==> config.mk <==
export PLATFORM = sky130hd
export DESIGN_NAME = if_prefetch_unit_flat
export DESIGN_NICKNAME = d
export VERILOG_FILES = /design/src/rtl/fetch_pkg.sv /design/src/rtl/if_prefetch_unit_if.sv /design/src/rtl/fetch_queue.sv /design/src/rtl/if_prefetch_unit.sv /design/src/flat_wrapper.sv
export SDC_FILE = /design/constraint.sdc
export NUM_CORES = 1
export LEC_CHECK = 0
export BUFFER_PORTS_ARGS = -buffer_cell sky130_fd_sc_hd__buf_2
export CAP_MARGIN = 20
export CELL_PAD_IN_SITES_DETAIL_PLACEMENT = 0
export CELL_PAD_IN_SITES_GLOBAL_PLACEMENT = 1
export CORE_UTILIZATION = 35
export CTS_CLUSTER_SIZE = 20
export DETAILED_ROUTE_END_ITERATION = 16
export PLACE_DENSITY_LB_ADDON = 0.1
export REMOVE_ABC_BUFFERS = 1
export SLEW_MARGIN = 20
export SYNTH_ARGS = -nofsm -noshare
export SYNTH_HDL_FRONTEND = slang
export SYNTH_SLANG_ARGS = --single-unit
==> constraint.sdc <==
create_clock -name clk -period 3.69 [get_ports clk]
set_input_delay 0.1845 -clock clk [delete_from_list [all_inputs] [get_ports clk]]
set_output_delay 0.1845 -clock clk [all_outputs]
set_load 0.02 [all_outputs]
==> src/rtl/fetch_pkg.sv <==
// rtl/fetch_pkg.sv - shared types, constants and helpers for the instruction prefetch unit
package fetch_pkg;

  localparam int ENTRY_ADDR_W  = 32;
  localparam int ENTRY_INSTR_W = 32;
  localparam int PC_STEP       = 4;

  typedef struct packed {
    logic [ENTRY_ADDR_W-1:0]  pc;
    logic [ENTRY_INSTR_W-1:0] instr;
  } fetch_entry_t;

  // Counters must represent 0..depth inclusive.
  function automatic int cnt_w(input int depth);
    return $clog2(depth) + 1;
  endfunction

endpackage

==> src/rtl/if_prefetch_unit_if.sv <==
// rtl/if_prefetch_unit_if.sv - instruction-memory and decode handshakes of the prefetch unit
interface if_prefetch_unit_if #(
  parameter int ADDR_W  = 32,
  parameter int INSTR_W = 32
);

  logic               imem_req_valid_o;
  logic [ADDR_W-1:0]  imem_req_addr_o;
  logic               imem_req_ready_i;
  logic               imem_resp_valid_i;
  logic [INSTR_W-1:0] imem_resp_data_i;
  logic               id_valid_o;
  logic [INSTR_W-1:0] id_instr_o;
  logic [ADDR_W-1:0]  id_pc_o;
  logic [ADDR_W-1:0]  id_pc_plus4_o;
  logic               id_ready_i;

  modport master (
    output imem_req_valid_o, imem_req_addr_o,
    input  imem_req_ready_i, imem_resp_valid_i, imem_resp_data_i,
    output id_valid_o, id_instr_o, id_pc_o, id_pc_plus4_o,
    input  id_ready_i
  );

  modport slave (
    input  imem_req_valid_o, imem_req_addr_o,
    output imem_req_ready_i, imem_resp_valid_i, imem_resp_data_i,
    input  id_valid_o, id_instr_o, id_pc_o, id_pc_plus4_o,
    output id_ready_i
  );

endinterface

==> src/rtl/fetch_queue.sv <==
// rtl/fetch_queue.sv - synchronous FIFO with push, pop and a flush that dominates both
module fetch_queue
  import fetch_pkg::*;
#(
  parameter int WIDTH = 64,
  parameter int DEPTH = 4
) (
  input  logic                      clk,
  input  logic                      rst,
  input  logic                      flush,
  input  logic                      push,
  input  logic [WIDTH-1:0]          push_data,
  input  logic                      pop,
  output logic [WIDTH-1:0]          head_data,
  output logic [cnt_w(DEPTH)-1:0]   occupancy
);

  localparam int PTR_W = $clog2(DEPTH);
  localparam int CW    = cnt_w(DEPTH);

  logic [WIDTH-1:0] mem [DEPTH];
  logic [PTR_W-1:0] rd_ptr_q;
  logic [PTR_W-1:0] wr_ptr_q;
  logic [CW-1:0]    occ_q;

  always_ff @(posedge clk) begin
    if (rst || flush) begin
      rd_ptr_q <= '0;
      wr_ptr_q <= '0;
      occ_q    <= '0;
    end else begin
      if (push) wr_ptr_q <= wr_ptr_q + PTR_W'(1);
      if (pop)  rd_ptr_q <= rd_ptr_q + PTR_W'(1);
      occ_q <= occ_q + CW'(push) - CW'(pop);
    end
  end

  // Storage is left unreset; occupancy alone defines which slots are live.
  always_ff @(posedge clk) begin
    if (push && !flush && !rst) mem[wr_ptr_q] <= push_data;
  end

  assign head_data = mem[rd_ptr_q];
  assign occupancy = occ_q;

endmodule

==> src/rtl/if_prefetch_unit.sv <==
// rtl/if_prefetch_unit.sv - pipelined instruction prefetch with redirect flush
// Optional perf counters behind FETCH_PERF_CNT_EN.
module if_prefetch_unit
  import fetch_pkg::*;
#(
  parameter int ADDR_W  = 32,
  parameter int INSTR_W = 32,
  parameter int DEPTH   = 4
) (
  input  logic               clk,
  input  logic               rst,
  input  logic [ADDR_W-1:0]  boot_pc_i,
  input  logic               redirect_valid_i,
  input  logic [ADDR_W-1:0]  redirect_pc_i,
  if_prefetch_unit_if.master bus
`ifdef FETCH_PERF_CNT_EN
  ,
  output logic [31:0]        perf_bubble_cnt_o,
  output logic [31:0]        perf_flush_cnt_o
`endif
);

  localparam int CW = cnt_w(DEPTH);
  localparam logic [ADDR_W-1:0] PC_INC  = ADDR_W'(PC_STEP);
  localparam logic [ADDR_W-1:0] PC_MASK = ~ADDR_W'(PC_STEP - 1);

  typedef struct packed {
    logic [ADDR_W-1:0]  pc;
    logic [INSTR_W-1:0] instr;
  } entry_t;

  logic [ADDR_W-1:0] fetch_pc_q;
  logic [ADDR_W-1:0] resp_pc_q;
  logic [CW-1:0]     outstanding_q;
  logic [CW-1:0]     discard_q;
  logic [CW-1:0]     outstanding_nxt;
  logic [CW-1:0]     occupancy;
  logic [CW:0]       credits_used;
  logic              booted_q;
  logic              req_valid;
  logic              req_fire;
  logic              resp_fire;
  logic              resp_keep;
  logic              id_valid;
  logic              pop;
  entry_t            push_entry;
  entry_t            head_entry;

  // Credits cover queued plus in-flight words, so every response has a slot.
  always_comb begin
    credits_used    = {1'b0, occupancy} + {1'b0, outstanding_q};
    req_valid       = !rst && booted_q && !redirect_valid_i &&
                      (credits_used < (CW+1)'(DEPTH));
    req_fire        = req_valid && bus.imem_req_ready_i;
    resp_fire       = bus.imem_resp_valid_i && (outstanding_q != '0);
    resp_keep       = resp_fire && (discard_q == '0) && !redirect_valid_i;
    id_valid        = !rst && (occupancy != '0);
    pop             = id_valid && bus.id_ready_i && !redirect_valid_i;
    outstanding_nxt = outstanding_q + CW'(req_fire) - CW'(resp_fire);
    push_entry.pc    = resp_pc_q;
    push_entry.instr = bus.imem_resp_data_i;
  end

  always_ff @(posedge clk) begin
    if (rst) begin
      fetch_pc_q    <= boot_pc_i & PC_MASK;
      resp_pc_q     <= boot_pc_i & PC_MASK;
      outstanding_q <= '0;
      discard_q     <= '0;
      booted_q      <= 1'b0;
    end else begin
      booted_q      <= 1'b1;
      outstanding_q <= outstanding_nxt;
      if (redirect_valid_i) begin
        // Everything still in flight after this cycle belongs to the old path.
        fetch_pc_q <= redirect_pc_i & PC_MASK;
        resp_pc_q  <= redirect_pc_i & PC_MASK;
        discard_q  <= outstanding_nxt;
      end else begin
        if (req_fire)  fetch_pc_q <= fetch_pc_q + PC_INC;
        if (resp_keep) resp_pc_q  <= resp_pc_q + PC_INC;
        if (resp_fire && (discard_q != '0)) discard_q <= discard_q - CW'(1);
      end
    end
  end

  fetch_queue #(
    .WIDTH ($bits(entry_t)),
    .DEPTH (DEPTH)
  ) u_queue (
    .clk       (clk),
    .rst       (rst),
    .flush     (redirect_valid_i),
    .push      (resp_keep),
    .push_data (push_entry),
    .pop       (pop),
    .head_data (head_entry),
    .occupancy (occupancy)
  );

  assign bus.imem_req_valid_o = req_valid;
  assign bus.imem_req_addr_o  = fetch_pc_q;
  assign bus.id_valid_o       = id_valid;
  assign bus.id_instr_o       = head_entry.instr;
  assign bus.id_pc_o          = head_entry.pc;
  assign bus.id_pc_plus4_o    = head_entry.pc + PC_INC;

  resp_without_request: assert property (
    @(posedge clk) disable iff (rst) !(bus.imem_resp_valid_i && (outstanding_q == '0))
  );

`ifdef FETCH_PERF_CNT_EN
  always_ff @(posedge clk) begin
    if (rst) begin
      perf_bubble_cnt_o <= '0;
      perf_flush_cnt_o  <= '0;
    end else begin
      if (!id_valid && (perf_bubble_cnt_o != '1)) perf_bubble_cnt_o <= perf_bubble_cnt_o + 32'd1;
      if (redirect_valid_i && (perf_flush_cnt_o != '1)) perf_flush_cnt_o <= perf_flush_cnt_o + 32'd1;
    end
  end
`endif

endmodule

==> src/flat_wrapper.sv <==
// flat-port wrapper written by rule: the top's interface ports become plain ports
module if_prefetch_unit_flat import fetch_pkg::*;
#(
  parameter int ADDR_W  = 32,
  parameter int INSTR_W = 32,
  parameter int DEPTH   = 4
)
  (clk, rst, boot_pc_i, redirect_valid_i, redirect_pc_i, bus_imem_req_valid_o, bus_imem_req_addr_o, bus_imem_req_ready_i, bus_imem_resp_valid_i, bus_imem_resp_data_i, bus_id_valid_o, bus_id_instr_o, bus_id_pc_o, bus_id_pc_plus4_o, bus_id_ready_i);
  if_prefetch_unit_if #(.ADDR_W(ADDR_W), .INSTR_W(INSTR_W)) bus_i ();
  input  logic clk;
  input  logic rst;
  input  logic [ADDR_W-1:0] boot_pc_i;
  input  logic redirect_valid_i;
  input  logic [ADDR_W-1:0] redirect_pc_i;
  output wire logic [$bits(bus_i.imem_req_valid_o)-1:0] bus_imem_req_valid_o;
  output wire logic [$bits(bus_i.imem_req_addr_o)-1:0] bus_imem_req_addr_o;
  input wire logic [$bits(bus_i.imem_req_ready_i)-1:0] bus_imem_req_ready_i;
  input wire logic [$bits(bus_i.imem_resp_valid_i)-1:0] bus_imem_resp_valid_i;
  input wire logic [$bits(bus_i.imem_resp_data_i)-1:0] bus_imem_resp_data_i;
  output wire logic [$bits(bus_i.id_valid_o)-1:0] bus_id_valid_o;
  output wire logic [$bits(bus_i.id_instr_o)-1:0] bus_id_instr_o;
  output wire logic [$bits(bus_i.id_pc_o)-1:0] bus_id_pc_o;
  output wire logic [$bits(bus_i.id_pc_plus4_o)-1:0] bus_id_pc_plus4_o;
  input wire logic [$bits(bus_i.id_ready_i)-1:0] bus_id_ready_i;
  assign bus_imem_req_valid_o = bus_i.imem_req_valid_o;
  assign bus_imem_req_addr_o = bus_i.imem_req_addr_o;
  assign bus_i.imem_req_ready_i = bus_imem_req_ready_i;
  assign bus_i.imem_resp_valid_i = bus_imem_resp_valid_i;
  assign bus_i.imem_resp_data_i = bus_imem_resp_data_i;
  assign bus_id_valid_o = bus_i.id_valid_o;
  assign bus_id_instr_o = bus_i.id_instr_o;
  assign bus_id_pc_o = bus_i.id_pc_o;
  assign bus_id_pc_plus4_o = bus_i.id_pc_plus4_o;
  assign bus_i.id_ready_i = bus_id_ready_i;
  if_prefetch_unit #(.ADDR_W(ADDR_W), .INSTR_W(INSTR_W), .DEPTH(DEPTH)) u_core (.clk(clk), .rst(rst), .boot_pc_i(boot_pc_i), .redirect_valid_i(redirect_valid_i), .redirect_pc_i(redirect_pc_i), .bus(bus_i));
endmodule
==> reports/metrics.cfg, run 1 <==
[clock_tree]
cts.sink_count=324
tritoncts=yes
clk_latency_ns=0.53
cts-resized-gates=0
clock-root-buffer=clkbuf_16
clockBufferDepth=3
h-tree-depth=2
clk_pin_slew_worst_paths_ns=0.06
cts_buffers=37

[synth]
synthFlopType=edfxtp_1
synth_edf_count=308
synthArstFlopShare_pct=0
synth_compound_area_share_pct=5.349
ys_ff_latch=324
synth_mux_area_share_pct=9.952
synthesis.area_sq_um=14240
syn_inst=906
synth-seq-area-share_pct=67.18
ys_warn_count=0
synthDistinctLibCells=50
avgSynthCellArea_sq_um=15.72
synthAdderAreaFrac_pct=1.599
synth_top_family_by_area=multiplexers
yosys.area_share.xor_xnor_pct=4.796
synthSimpleGateAreaFrac_pct=8.740

[critical_path]
crit_type=flop to output port
cp_max_fo=25
cp_top_family=flip-flops
critPathLaunchType=flop
crit_chain=buf_4, mux4_2, and4_1, and4_1, nand4_1, xnor2_1, buf_2
cp-end-kind=output port
worstPathArrival_ns=3.12
cp_slowest_cell=dfxtp_4
worstPathRequired_ns=3.51
crit_path_frequent_cell=and4_1
reg2regPathDepth=6
max_stage_delay_ns=0.68
worst-path-buf-inv=2
cp.depth=7

[placement]
dp.cells=1635
finalWeightedCongestion=0.7426
pre_cts_ws_ns=0.8767
dpl.hpwl_um=23980
portBuffers=221

[timing]
tightest_slew_ns=0.8685
clock.fmax_ghz=0.3030
skew_ns=0.01523
period_needed_ns=3.300
setup_violations=0
slew_violations=0
relSlewSlack_pct=42.03
period_share_pct=89.43
finalWorstSetupSlack_ns=0.3900
rsz0062_at_grt=false
hold_violations=0
holdWs_ns=0.04237

[floorplan]
coreArea_sq_um=39910
start_util_pct=35.69
die_x_um=203.7
rows=73
io_pins=232
fp.dieH_um=203.7
die_area_sq_um=41510

[cells_and_area]
fin_cells=1742
final_layout_size_suffix_gt1_share_pct=30.65
final_cell_mix=edfxtp_1, buf_2, nand2_1
fin_nets=1318
n_antenna_cell=0
fin_util_pct=44.18
mostFrequentLayoutCell=edfxtp_1
area_delta_synth_final_pct=23.80

[flow_run]
maxCapViolCount=0

[drt]
wl_um=35510
dr_total_vias=8677
firstDrtPassIters=5
ant_nets=0
drc_errors=0
routedWlPerCell_um=20.38
via_per_inst=4.981
dr.first_iter.drc_count=451

[grt]
grt_start_max_net_pins=36
grtUsageMet2_pct=27.47
met1_usage_pct=24.19
grt_pass1_wl_um=53630
antenna_found_initial=0
overflow=0
grt-busiest-layer=met2
grt.total_usage_pct=17.32
grt_util_met3_pct=3.691
grt_pass1_vias=8753

[pwr]
p_per_area_nw_per_um2=499.1
leakage_uw=0.006086
peakVddDrop_mv=0.2470
report.power.total_uw=8802

[outcome]
outcome=finished, final reports clean

[worst_hold_path]
min_path_cells=3
min_path_type=primary input to flop

## metal layers
layer	part of all wire, %	up-vias	wire [um]
met5	0	-	0
met1	47	4269	16580
met2	46	247	16460
li1	-	4124	-
met3	5.3	37	1898
met4	1.6	0	568
## Yosys cell counts, types with 10 or more instances
| cell type | instances | area [sq um] |
|---|---|---|
| edfxtp_1 | 308 | 9249 |
| nand2_1 | 69 | 259.0 |
| mux4_2 | 62 | 1396 |
| xnor2_1 | 59 | 516.8 |
| o21ai_0 | 53 | 265.3 |
| clkbuf_1 | 29 | 108.9 |
| nand3_1 | 29 | 145.1 |
| nand4_1 | 26 | 162.7 |
| nor2_1 | 25 | 93.84 |
| inv_1 | 20 | 75.07 |
| nor3_1 | 20 | 100.1 |
| nor4_1 | 19 | 118.9 |
| xor2_1 | 19 | 166.4 |
| dfxtp_1 | 16 | 320.3 |
| o21a_1 | 16 | 120.1 |
| ha_1 | 15 | 187.7 |
| a22oi_1 | 11 | 82.58 |
| and2_1 | 11 | 68.82 |
| and3_1 | 10 | 62.56 |
## final cells by class
class / count / area, sq um
clock buffer: 43 / 948.4
tap: 525 / 656.9
sequential: 324 / 9574
multi-input combinational: 517 / 4368
clock inverter: 14 / 146.4
inverter: 20 / 75.07
timing repair buffer: 299 / 1867
fill: 3618 / 22280
## metrics by stage
stage | instance area, sq um | TNS, ns
after detailed placement | 16040 | 0
after CTS | 17640 | 0
final | 17640 | 0
after global routing | 17640 | 0
after global placement | 16040 | 0
after floorplan | 14000 | -25.98
## power by group
| group | switching (uW) | internal (uW) |
|---|---|---|
| sequential | 189 | 4260 |
| clock | 1370 | 2030 |
| combinational | 565 | 393 |
## kinds of logic after synthesis
group	after synthesis
multiplexers	64
other	1
AO/OA/AOI/OAI	120
AND/OR/NAND/NOR	232
buffers and inverters	70
adder cells (fa/ha/maj)	17
flip-flops	324
XOR/XNOR	78
## registers in the layout, indices dropped and copies added (netlist names), named ones only
| register | count |
|---|---|
| u_core.u_queue.mem | 248 |
| u_core.resp_pc_q | 30 |
| u_core.outstanding_q | 3 |
| u_core.u_queue.wr_ptr_q | 2 |
| u_core.discard_q | 3 |
| u_core.u_queue.rd_ptr_q | 2 |
| u_core.u_queue.occupancy | 3 |
| u_core.bus.imem_req_addr_o | 30 |
| u_core.booted_q | 1 |
## worst paths after layout
kind	slack (ns)	from	to
max reg2reg	1.04	u_core.outstanding_q[2]$_SDFF_PP0_	u_core.bus.imem_req_addr_o[31]$_DFFE_PP_
min	0.04	boot_pc_i[30]	u_core.resp_pc_q[30]$_DFFE_PP_
max	0.39	flop	bus_id_pc_plus4_o[31]
min reg2reg	0.52	u_core.u_queue.rd_ptr_q[1]$_SDFFE_PP0P_	flop
## worst register-to-register path, cell delays in order (launching register included)
cell and delay, ns:
dfxtp_1 0.38, ha_1 0.24, or4b_2 0.63, a311oi_1 0.27, and2_1 0.22, nand2b_1 0.12, buf_4 0.39
## timing repair
item / CTS / global route
setup buffers: 0 / 0
setup endpoints to repair: 0 / 0
hold buffers: 50 / 0
endpoints found under the hold margin: 159 / 0
Power figures use the tool's default switching activity.
==> run 2, diff against run 1 <==
Settings changed: CTS_BUF_LIST set to sky130_fd_sc_hd__clkbuf_8.
==> reports/metrics.cfg, run 2 (synthesized netlist as in run 1, its figures left out) <==
[flow_run]
maxCapViolCount=0  ; unchanged

[critical_path]
crit_type=flop to output port
cp_max_fo=25  ; unchanged
crit_end=bus_id_pc_plus4_o[31]
reg2regPathDepth=6  ; unchanged
reg2reg_to=u_core.resp_pc_q[31]$_DFFE_PP_
timing.rr.start=u_core.resp_pc_q[12]$_DFFE_PP_
critPathLaunchType=flop
cp-end-kind=output port
worstPathRequired_ns=3.51  ; about the same
worstPathArrival_ns=3.20  ; +0.08 ns
rrSetupSlack_ns=0.67  ; -0.37 ns

[clock_tree]
clk_pin_slew_worst_paths_ns=0.06  ; about the same
cts.sink_count=324  ; unchanged
cts_buffers=55  ; +49%
cts-resized-gates=0  ; unchanged
clock-root-buffer=clkbuf_8
clk_latency_ns=0.64  ; +0.11 ns
holdBufCountCts=108  ; +120%
clockBufferDepth=3  ; unchanged
tritoncts=yes
h-tree-depth=2  ; unchanged
post_cts_buffers=0  ; unchanged

[grt]
grt_start_max_net_pins=36  ; unchanged
grt.total_usage_pct=17.72  ; +0.40 points
grt-busiest-layer=met2
met1_usage_pct=24.28  ; +0.087 points
grtUsageMet2_pct=28.38  ; +0.91 points
antenna_found_initial=0  ; unchanged
grt_pass1_vias=9289  ; +6.1%
grt_pass1_wl_um=55320  ; +3.2%
overflow=0  ; unchanged
grt_util_met3_pct=3.164  ; -0.53 points

[cells_and_area]
seqCellArea_sq_um=9574  ; unchanged
largest_register_ffs=248  ; unchanged
fin_cells=1842  ; +5.7%
final_layout_size_suffix_gt1_share_pct=30.14  ; -0.50 points
area_delta_synth_final_pct=27.81
mostFrequentLayoutCell=edfxtp_1
num-fill-cells=3645  ; +0.75%
final_cell_mix=edfxtp_1, buf_2, dlygate4sd3_1
fin_util_pct=45.61  ; +1.4 points
fin_nets=1394  ; +5.8%
top_register=u_core.u_queue.mem
multi_input_area_sq_um=4368  ; unchanged
n_antenna_cell=0  ; unchanged

[timing]
setup_violations=0  ; unchanged
tightest_slew_ns=0.8810  ; +0.01246 ns
period_needed_ns=3.384  ; +0.08362 ns
hold_violations=0  ; unchanged
slew_violations=0  ; unchanged
clock.fmax_ghz=0.2955  ; -2.5%
period_share_pct=91.70  ; +2.3 points
skew_ns=0.03242  ; +0.01719 ns
relSlewSlack_pct=41.20  ; -0.83 points
rsz0062_at_grt=false

[pwr]
power_frac_clock_pct=36.7  ; -1.9 points
seqPwrFrac_pct=51.5  ; +1.0 points
p_int_uw=6450  ; -3.4%
p_sw_share_pct=25.39  ; +1.2 points
leakage_uw=0.006403  ; +5.2%
combinationalPowerShare_pct=11.8  ; +0.9 points
peakVddDrop_mv=0.2178  ; -12%
p_per_area_nw_per_um2=474.8  ; -4.9%
switching_power_uw=2194  ; +3.3%

[drt]
dr.first_iter.drc_count=443  ; -1.8%
firstDrtPassIters=4  ; -1
routedWlPerCell_um=19.73  ; -3.2%
via_per_inst=4.956  ; -0.50%
wl_um=36340  ; +2.3%
dr_total_vias=9129  ; +5.2%
drc_errors=0  ; unchanged
ant_nets=0  ; unchanged

[floorplan]
die_x_um=203.7  ; unchanged
rows=73  ; unchanged
start_util_pct=35.69  ; unchanged
fp.dieH_um=203.7  ; unchanged
coreArea_sq_um=39910  ; unchanged
die_area_sq_um=41510  ; unchanged
io_pins=232  ; unchanged

[placement]
portBuffers=221  ; unchanged
dpl.hpwl_um=23980  ; unchanged
dp.cells=1635  ; unchanged
finalWeightedCongestion=0.7426  ; unchanged

[worst_hold_path]
min_path_type=primary input to flop

[outcome]
outcome=finished, final reports clean

==> run 2: cell types whose count changed in the layout (fill, tap and decap cells not counted), sizes merged <==
cell         before  now
clkinvlp          1    3
dlygate4sd3      50  108
clkinv            9   14
inv              21   39
clkbuf           43   59
bufinv            3    4
==> run 2: metrics by stage <==
stage / hold WS [ns] / setup slack (ns) / total power [uW] / cell area [sq um] / TNS [ns]
2_1_floorplan: 0.2536 / -1.122 / 5038 / 14000 / -25.98
3_3_place_gp: 0.4022 / 0.8671 / 5438 / 16040 / 0
3_5_place_dp: 0.4074 / 0.8767 / 5445 / 16040 / 0
4_1_cts: 0.0001546 / 0.1717 / 8786 / 18210 / 0
5_1_grt: 0.05132 / 0.03360 / 9047 / 18210 / 0
6_report: 0.06632 / 0.3064 / 8644 / 18210 / 0
==> run 2: critical path, cell delays in order (launching register included) <==
cell and delay, ns:
dfxtp_4 0.69, buf_4 0.34, mux4_2 0.61, and4_1 0.28, and4_1 0.22, nand4_1 0.12
xnor2_1 0.13, buf_2 0.18
==> run 2: how the worst min path moves through the flow <==
| stage | start | endpoint | slack [ns] | cells after the start |
|---|---|---|---|---|
| final | redirect_pc_i[26] | u_core.resp_pc_q[26]$_DFFE_PP_ | 0.07 | 3 |
| after global routing | redirect_pc_i[26] | u_core.resp_pc_q[26]$_DFFE_PP_ | 0.05 | 3 |
| after CTS | redirect_pc_i[26] | u_core.resp_pc_q[26]$_DFFE_PP_ | 0.0002 | 3 |
| after detailed placement | bus_imem_resp_data_i[21] | u_core.u_queue.mem[0][21]$_DFFE_PP_ | 0.41 | 1 |
| after global placement | bus_imem_resp_data_i[21] | u_core.u_queue.mem[1][21]$_DFFE_PP_ | 0.40 | 1 |
| after floorplan | rst | u_core.discard_q[1]$_SDFFE_PP0P_ | 0.25 | 1 |
==> run 2: layout make-up <==
| type | count | area share (%) |
|---|---|---|
| Clock buffer | 59 | 4.460 |
| Clock inverter | 40 | 1.498 |
| Inverter | 20 | 0.4123 |
| Multi-Input combinational cell | 517 | 23.99 |
| Sequential cell | 324 | 52.59 |
| Tap cell | 525 | 3.608 |
| Timing Repair Buffer | 357 | 13.44 |
==> run 2: power by group through the flow <==
stage	Clock [uW]	Sequential (uW)	Combinational, uW
2_1_floorplan	0	4500	536
3_3_place_gp	0	4520	923
3_5_place_dp	0	4520	925
4_1_cts	3300	4450	1040
5_1_grt	3440	4470	1130
6_report	3170	4450	1020
==> run 2: layer usage <==
layer	share of wire (%)	up-vias
li1	-	4295
met1	46	4515
met2	47	259
met3	4.9	60
met4	2.1	0
met5	0	-
